[config.mk]
export PLATFORM = sky130hd
export DESIGN_NAME = muldiv_sequencer
export DESIGN_NICKNAME = d
export VERILOG_FILES = /design/src/rtl/muldiv_sequencer.sv
export SDC_FILE = /design/constraint.sdc
export NUM_CORES = 2
export LEC_CHECK = 0
export CAP_MARGIN = 25
export CORE_MARGIN = 2
export CORE_UTILIZATION = 40
export DETAILED_ROUTE_END_ITERATION = 10
export SETUP_SLACK_MARGIN = 0.15
export SLEW_MARGIN = 20
export SYNTH_ARGS = -nofsm -noshare
export SYNTH_HDL_FRONTEND = slang
export SYNTH_SLANG_ARGS = --single-unit
[constraint.sdc]
create_clock -name clk -period 15 [get_ports clk]
set_clock_uncertainty 0.1 [all_clocks]
set_input_delay 2.25 -clock clk [delete_from_list [all_inputs] [get_ports clk]]
set_output_delay 2.25 -clock clk [all_outputs]
set_load 0.01 [all_outputs]
[src/rtl/muldiv_sequencer.sv]
// Multi-cycle multiply/divide unit for the execute stage.
// Iterates one bit per cycle: shift-and-add multiply (low WIDTH bits of the
// product) and restoring division (unsigned, or signed via magnitudes plus a
// sign fix-up). Execute is held through stall_o until the single-cycle
// done_o pulse. A flush aborts an operation in progress without touching result_o.
module muldiv_sequencer #(
  parameter int WIDTH = 64
) (
  input  logic             clk,
  input  logic             reset,
  input  logic             valid_i,
  input  logic [1:0]       op_i,
  input  logic [WIDTH-1:0] srca_i,
  input  logic [WIDTH-1:0] srcb_i,
  input  logic             flush_i,
  output logic             stall_o,
  output logic             done_o,
  output logic [WIDTH-1:0] result_o,
  output logic             busy_o
);

  localparam int CW = (WIDTH > 1) ? $clog2(WIDTH) : 1;
  localparam logic [CW-1:0] LAST_COUNT = CW'(WIDTH - 1);

  typedef enum logic [1:0] {
    IDLE = 2'd0,
    BUSY = 2'd1,
    DONE = 2'd2
  } state_t;

  typedef enum logic [1:0] {
    OP_MUL  = 2'b00,
    OP_UDIV = 2'b01,
    OP_SDIV = 2'b10,
    OP_NONE = 2'b11
  } op_t;

  state_t           state;
  op_t              opReg;
  logic [CW-1:0]    counter;
  logic             neg;

  // Multiply datapath registers.
  logic [WIDTH-1:0] multiplicand;
  logic [WIDTH-1:0] multiplier;
  logic [WIDTH-1:0] acc;

  // Divide datapath registers; quotient bits shift into the low end of dividend.
  logic [WIDTH-1:0] divisor;
  logic [WIDTH-1:0] dividend;
  logic [WIDTH-1:0] rem;

  // Request decode.
  logic             startReq;
  logic             isDivReq;
  logic             divByZero;
  logic             srcaNeg;
  logic             srcbNeg;
  logic [WIDTH-1:0] absA;
  logic [WIDTH-1:0] absB;

  // One iteration of each algorithm, computed from the current registers.
  logic [WIDTH-1:0] accNext;
  logic [WIDTH:0]   remShift;
  logic             remGeq;
  logic [WIDTH-1:0] remSub;
  logic [WIDTH-1:0] remNext;
  logic [WIDTH-1:0] quotNext;
  logic [WIDTH-1:0] finalResult;
  logic             lastIter;

  assign startReq  = (state == IDLE) && valid_i && (op_i != OP_NONE) && !flush_i;
  assign isDivReq  = (op_i == OP_UDIV) || (op_i == OP_SDIV);
  assign divByZero = (srcb_i == '0);

  // Magnitudes for signed divide; INT_MIN maps to itself, which is the
  // correct unsigned magnitude 2^(WIDTH-1).
  assign srcaNeg = srca_i[WIDTH-1];
  assign srcbNeg = srcb_i[WIDTH-1];
  assign absA    = srcaNeg ? (~srca_i + 1'b1) : srca_i;
  assign absB    = srcbNeg ? (~srcb_i + 1'b1) : srcb_i;

  // Shift-and-add step, modulo 2^WIDTH.
  assign accNext = multiplier[0] ? (acc + multiplicand) : acc;

  // Restoring-division step: remShift is one bit wider than rem because the
  // shifted partial remainder can exceed WIDTH bits before the compare. When
  // the compare succeeds the difference is below the divisor, so WIDTH bits hold it.
  assign remShift = {rem, dividend[WIDTH-1]};
  assign remGeq   = (remShift >= {1'b0, divisor});
  assign remSub   = remShift[WIDTH-1:0] - divisor;
  assign remNext  = remGeq ? remSub : remShift[WIDTH-1:0];
  assign quotNext = {dividend[WIDTH-2:0], remGeq};

  assign lastIter = (counter == LAST_COUNT);

  // Stall while a request is being accepted or iterating. Gating with reset
  // releases the pipeline immediately on an asynchronous reset, even while
  // execute still presents its request.
  assign stall_o = !reset && (startReq || (state == BUSY));

  // Select the value registered into result_o on the final iteration.
  always_comb begin
    // NOTE: assign a default before the case so every path drives the
    // signal; a missing branch would otherwise infer a latch.
    finalResult = accNext;
    case (opReg)
      OP_MUL:  finalResult = accNext;
      OP_UDIV: finalResult = quotNext;
      OP_SDIV: finalResult = neg ? (~quotNext + 1'b1) : quotNext;
      default: finalResult = accNext;
    endcase
  end

  // Sequencer FSM and datapath: accept, iterate, present, abort on flush.
  always_ff @(posedge clk or posedge reset) begin
    if (reset) begin
      // NOTE: sequential state uses non-blocking assignments so every
      // register samples the pre-edge values, matching the hardware.
      state        <= IDLE;
      opReg        <= OP_MUL;
      counter      <= '0;
      neg          <= 1'b0;
      multiplicand <= '0;
      multiplier   <= '0;
      acc          <= '0;
      divisor      <= '0;
      dividend     <= '0;
      rem          <= '0;
      done_o       <= 1'b0;
      result_o     <= '0;
      busy_o       <= 1'b0;
    end else if (flush_i) begin
      // Abort wins over start, iteration and completion; result_o is kept.
      state   <= IDLE;
      counter <= '0;
      done_o  <= 1'b0;
      busy_o  <= 1'b0;
    end else begin
      case (state)
        IDLE: begin
          done_o <= 1'b0;
          if (startReq) begin
            opReg        <= op_t'(op_i);
            counter      <= '0;
            rem          <= '0;
            acc          <= '0;
            multiplicand <= srca_i;
            multiplier   <= srcb_i;
            neg          <= (op_i == OP_SDIV) && (srcaNeg ^ srcbNeg);
            divisor      <= (op_i == OP_SDIV) ? absB : srcb_i;
            dividend     <= (op_i == OP_SDIV) ? absA : srca_i;
            busy_o       <= 1'b1;
            if (isDivReq && divByZero) begin
              // Divide by zero completes at once with a zero result.
              state    <= DONE;
              done_o   <= 1'b1;
              result_o <= '0;
            end else begin
              state <= BUSY;
            end
          end
        end

        BUSY: begin
          counter <= counter + 1'b1;
          if (opReg == OP_MUL) begin
            acc          <= accNext;
            multiplicand <= multiplicand << 1;
            multiplier   <= multiplier >> 1;
          end else begin
            rem      <= remNext;
            dividend <= quotNext;
          end
          if (lastIter) begin
            state    <= DONE;
            done_o   <= 1'b1;
            result_o <= finalResult;
          end
        end

        DONE: begin
          // Execute advances on this edge, so the held request is not re-taken.
          state  <= IDLE;
          done_o <= 1'b0;
          busy_o <= 1'b0;
        end

        default: begin
          state  <= IDLE;
          done_o <= 1'b0;
          busy_o <= 1'b0;
        end
      endcase
    end
  end

endmodule
Yosys cells after proc, flatten, opt, wreduce, memory -nomap -nowiden
Cells that the tools add are included.
Storage, ports and cells
  register bits after elaboration: 461
  bits of input ports: 134
  output and inout port bits: 67
  word-level logic and storage cells: 104
Cells by class
  add/subtract/negate cells: 6
  $lt $le $gt $ge: 1
  equality and inequality tests: 15
  multiplexer cells: 42
  bitwise operators: 5
  reduce and logical (&&, ||, !) cells: 22
Operators with widths (count)
  2-to-1 mux 64 bit: 19
  one-hot mux 64 bit (2 select lines): 7
  adder 64 x 1 -> 64 bit (second input constant): 3
  inverter 64 bit: 3
  >= comparator 65 x 64 -> 1 bit: 1
  adder 64 bit: 1
  logical NOT 64 bit: 1
  subtractor 64 bit: 1
  2-to-1 mux 6 bit: 2
  one-hot mux 6 bit (2 select lines): 1
  != test 2 bit (second input constant): 5
  2-to-1 mux 2 bit: 4
  AND reduction 4 bit: 2
  adder 6 x 1 -> 6 bit (second input constant): 1
  equality test 2 x 1 -> 1 bit (second input constant): 3
  equality test 6 bit (second input constant): 1
  logical AND 1 bit: 6
  2-to-1 mux 1 bit: 6
  != test 3 bit (second input constant): 2
  AND reduction 2 bit: 3
  AND reduction 5 bit: 1
  equality test 2 bit (second input constant): 2
  logical NOT 2 bit: 2
  != test 2 x 1 -> 1 bit (second input constant): 2
  other kinds (9): 12

Depth between registers and ports, before layout
  depth after elaboration: 7
  mapped depth: 26
  depth with buffers taken out: 22

Worst setup path before layout
OpenSTA, ideal clock, no wires.
  kind: input -> output
  from: input port op_i[0]
  to: output port stall_o
  arrival time: 3.556 ns
  required time: 12.650 ns
  setup slack: 9.094 ns
  stages: 8
  path buffers: 3
  cell sequence: ha_1 -> nand2b_1 -> nor2_1 -> nand2_1 -> clkbuf_1 -> clkbuf_1 -> clkbuf_1 -> a21oi_1
On the way
  word-level cells in the longest chain between the ends: 5
Ends and longest elaborated chain
  start, declared: RTL line 12  | input logic [1:0] op_i,
  != test 2 bit: RTL line 72  | assign startReq = (state == IDLE) && valid_i && (op_i != OP_NONE) && !flush_i;
  logical AND 1 bit (2 in series): RTL line 72
  logical OR 1 bit: RTL line 100  | assign stall_o = !reset && (startReq || (state == BUSY));
  logical AND 1 bit: RTL line 100
  end, declared: RTL line 16  | output logic stall_o,
Every way passes these cells.

Worst setup path in the final report
  from: input port srcb_i[8]
  to: register result_o[58]
On the way
  word-level cells in the longest chain between the ends: 4
Ends and longest elaborated chain
  start, declared: RTL line 14  | input logic [WIDTH-1:0] srcb_i,
  logical NOT 64 bit: RTL line 74  | assign divByZero = (srcb_i == '0);
  logical AND 1 bit: RTL line 154  | if (isDivReq && divByZero) begin
  != test 2 x 1 -> 1 bit (no line)
  AND reduction 5 bit (no line)
  end signal, assigned: RTL line 178  | result_o <= finalResult;
  end, declared: RTL line 18  | output logic [WIDTH-1:0] result_o,
Every way passes these cells.
A chain may end at the register's enable or synchronous reset.

==> flow_summary_export.csv <==
group,metric,value,unit
cts,ctsHoldBuffers,0,
synthesis,synthTopCellsByArea,"dfrtp_1 36%, nand2_1 8.1%, o21ai_0 6.6%",
sta,rsz0062_at_grt,"false",
pwr,irDropWorstVdd,0.000139,V
sta,finalCritPeriodShare,46.1,%
drt,via_count,31100,
global_routing,grtUsageMet3,4.07,%
cells_and_area,post_route_cells_drive_above_1_share,5.30,%
drt,via_per_inst,5.92,
synthesis,syn_area_per_cell,7.91,µm²
place,dp.cells,5143,
sta,drv_slew,0,
cells_and_area,fillers,7991,
setup_path,crit_arrival,7350,ps
drt,ant_nets,0,
worst_hold_path,min_path_type,"flip-flop to flip-flop",
place,placed_area,35200,µm²
drt,wire_per_inst,21.6,µm
cts,postCtsResizedCells,0,
cts,cts_tree,"yes",
synthesis,ys_seq_area_share,35.6,%
setup_path,end_kind,"flip-flop",
setup_path,required,15440,ps
floorplanning,die-area,83200,µm²
cts,cts.path.max_buffers,3,
sta,slew_headroom,22.9,%
global_routing,grt_max_degree,224,
global_routing,first_global_vias,28900,
place,hpwl,81.4,mm
cells_and_area,stdcell_count,5252,
synthesis,yosys_warnings,0,
sta,worstMarginPinSlew,1150,ps
synthesis,synth-edff-count,0,
synthesis,netlist_area,32400,µm²
cells_and_area,final_cell_mix,"698 x nand2_1, 460 x dfrtp_1, 426 x o21ai_0",
cells_and_area,layout.nets,4416,
setup_path,crit_start,"srcb_i[8]",
sta,max_freq,145,MHz
drt,drtIter0Drc,2493,
setup_path,crit_buf_inv,1,
synthesis,yosysTopAreaCell,"dfrtp_1",
pwr,power_density,190,nW/µm²
cells_and_area,syn2layout_area_growth,15.3,%
cells_and_area,multiInputGateArea,19500,µm²
global_routing,gr-total-overflow,0,
setup_path,criticalPathCategory,"input pin to flip-flop",
drt,drt_first_pass_iters,6,
setup_path,worstPathCellList,"clkdlybuf4s50_1, or4_4, or4_4, nor2_1, nand4_1, nor3_1, o22ai_4, nor2_4, nand2_1, nor2_1, a22o_1, a211o_1",
setup_path,r2r_start,"divisor[5]",
global_routing,grt_busiest_layer,"met2",
global_routing,grt_pass1_wl,175,mm
cts,clock-sinks,461,
cts,post_cts_buffers,0,
floorplanning,start_util,40.3,%
synthesis,synthDistinctLibCells,91,
cts,cts_buffers,54,
drt,drt-total-wl,114,mm
place,portBuffers,200,
synthesis,ys_ff_latch,461,
cts,cts-root-buf,"clkbuf_16",
job,cap_violations,0,
cells_and_area,final_common_cell,"nand2_1",
sta,finalSetupTns,0,ps
pwr,p_leak,16.2,nW
cts,clkTransAtPathRegs,60,ps
floorplanning,pin_count,201,
worst_hold_path,min_from,"result_o[42]",
floorplanning,die_w,288,µm
place,place.gp.congestion,0.959,
cells_and_area,regArea,11500,µm²
sta,hold_violations,0,
sta,setup_viol,0,
setup_path,slowest_stage,"nor2_4",
floorplanning,core_area,80300,µm²
synthesis,synth_flop_cell,"dfrtp_1",
floorplanning,rows,104,
drt,route.detailed.drc,0,
global_routing,grtUsageTotal,27.0,%
outcome,status,"complete, no violations",
setup_path,cp_max_fo,34,
setup_path,critPathLaunchType,"input pin",
setup_path,critical_path.top_delay_family,"simple AND/OR/NAND/NOR gates",
cells_and_area,fin_area,37300,µm²
synthesis,synthArstFlopShare,100,%
synthesis,synth_nets,4363,
synthesis,netlist_instances,4091,
cts,htreeDepth,2,
synthesis,synth_top_area_share,35.6,%
setup_path,critPathMaxStageDelay,820,ps
cts,clkLatencyLatePin,630,ps
sta,period_needed,6920,ps
global_routing,grtUsageMet1,38.0,%
global_routing,antenna_found_initial,6,
floorplanning,die_h,288,µm
global_routing,grt_use_met2,41.8,%
## metal layers
metal / share of wire [%] / wire, µm
met5: 0.033 / 37
met4: 3.9 / 4380
met3: 7.5 / 8570
met2: 44 / 50200
met1: 44 / 50400
## path summary, 6_finish.rpt
kind	end	slack [ps]	cells past startpoint
min in group asynchronous	multiplier[4]	2210	3
setup reg to reg	result_o[42]	8670	21
hold reg to reg	result_o[42]	370	2
max in group asynchronous	multiplier[38]	10380	5
hold / removal	result_o[42]	370	2
setup / recovery	result_o[58]	8080	12
## state kept, by name (all words and copies together), names as in the netlist
name and count:
multiplier 64, dividend 64, rem 64, acc 64, divisor 64, counter 6
opReg 2, state 2, busy_o 1, result_o 64, done_o 1, multiplicand 64
neg 1
## through the flow
stage / power, mW / setup slack, ps / util [%] / hold WS, ps
after floorplan: 4.52 / 6410 / - / 343
after global placement: 5.51 / 7640 / 43.8 / 353
after detailed placement: 5.52 / 7580 / 43.9 / 367
after CTS: 7.04 / 8180 / 46.4 / 380
after global routing: 7.59 / 7900 / 46.5 / 394
final: 7.07 / 8080 / 46.5 / 374
## cells in the mapped netlist, types with 32 or more instances
library cell / count
mux2i_1: 36
xor2_1: 102
nor3_1: 57
dfrtp_1: 461
ha_1: 136
nand4_1: 45
inv_1: 131
o31ai_1: 37
a21oi_1: 346
a211oi_1: 35
or3_1: 38
o211ai_1: 32
a22o_1: 60
o21ai_0: 426
clkbuf_1: 227
nor2_1: 359
a21o_1: 90
nand3_1: 47
xnor2_1: 121
nand2_1: 700
a31oi_1: 136
## kinds of logic (layout without fill, tap and decap cells)
kind of cell             Yosys count  after routing  share of synthesized area [%]
adder cells (fa/ha/maj)          138            138                           5.38
buffers and inverters            389            487                           4.57
other                              0              3                              0
flip-flops                       461            461                           35.6
multiplexers                      52             52                           1.67
AO/OA/AOI/OAI                   1403           1403                           27.1
XOR/XNOR                         223            223                           6.03
AND/OR/NAND/NOR                 1425           1425                           19.7
## worst reg2reg max path: stages, from the launching register on
cell	delay, ps
dfrtp_1	350
inv_1	50
ha_1	340
a21o_1	180
a21oi_1	310
a2bb2oi_1	240
o311ai_2	230
o2111ai_1	580
a2111oi_2	270
or2_2	370
inv_2	70
ha_1	180
or3b_2	530
nor2_1	260
nand4b_1	350
or2_2	430
nor2_1	170
nand2_1	150
nor3_1	240
o41ai_1	200
a221oi_1	490
nand2_1	100
## report_power, final
group          total [mW]  internal (mW)  switching, mW  leakage [nW]
Sequential           1.94           1.59          0.352          5.84
Combinational        3.64           1.35           2.29          9.39
Clock                1.49          0.917          0.577         0.983
Total                7.07           3.86           3.22          16.2
## area by class of cell
cell class / count / area share [%]
Inverter: 136 / 1.38
Sequential cell: 461 / 30.9
Tap cell: 1060 / 3.55
Clock inverter: 26 / 1.11
Multi-Input combinational cell: 3241 / 52.1
Timing Repair Buffer: 250 / 6.61
Clock buffer: 75 / 4.29
Antenna cell: 3 / 0.0201
Power figures use the tool's default switching activity.
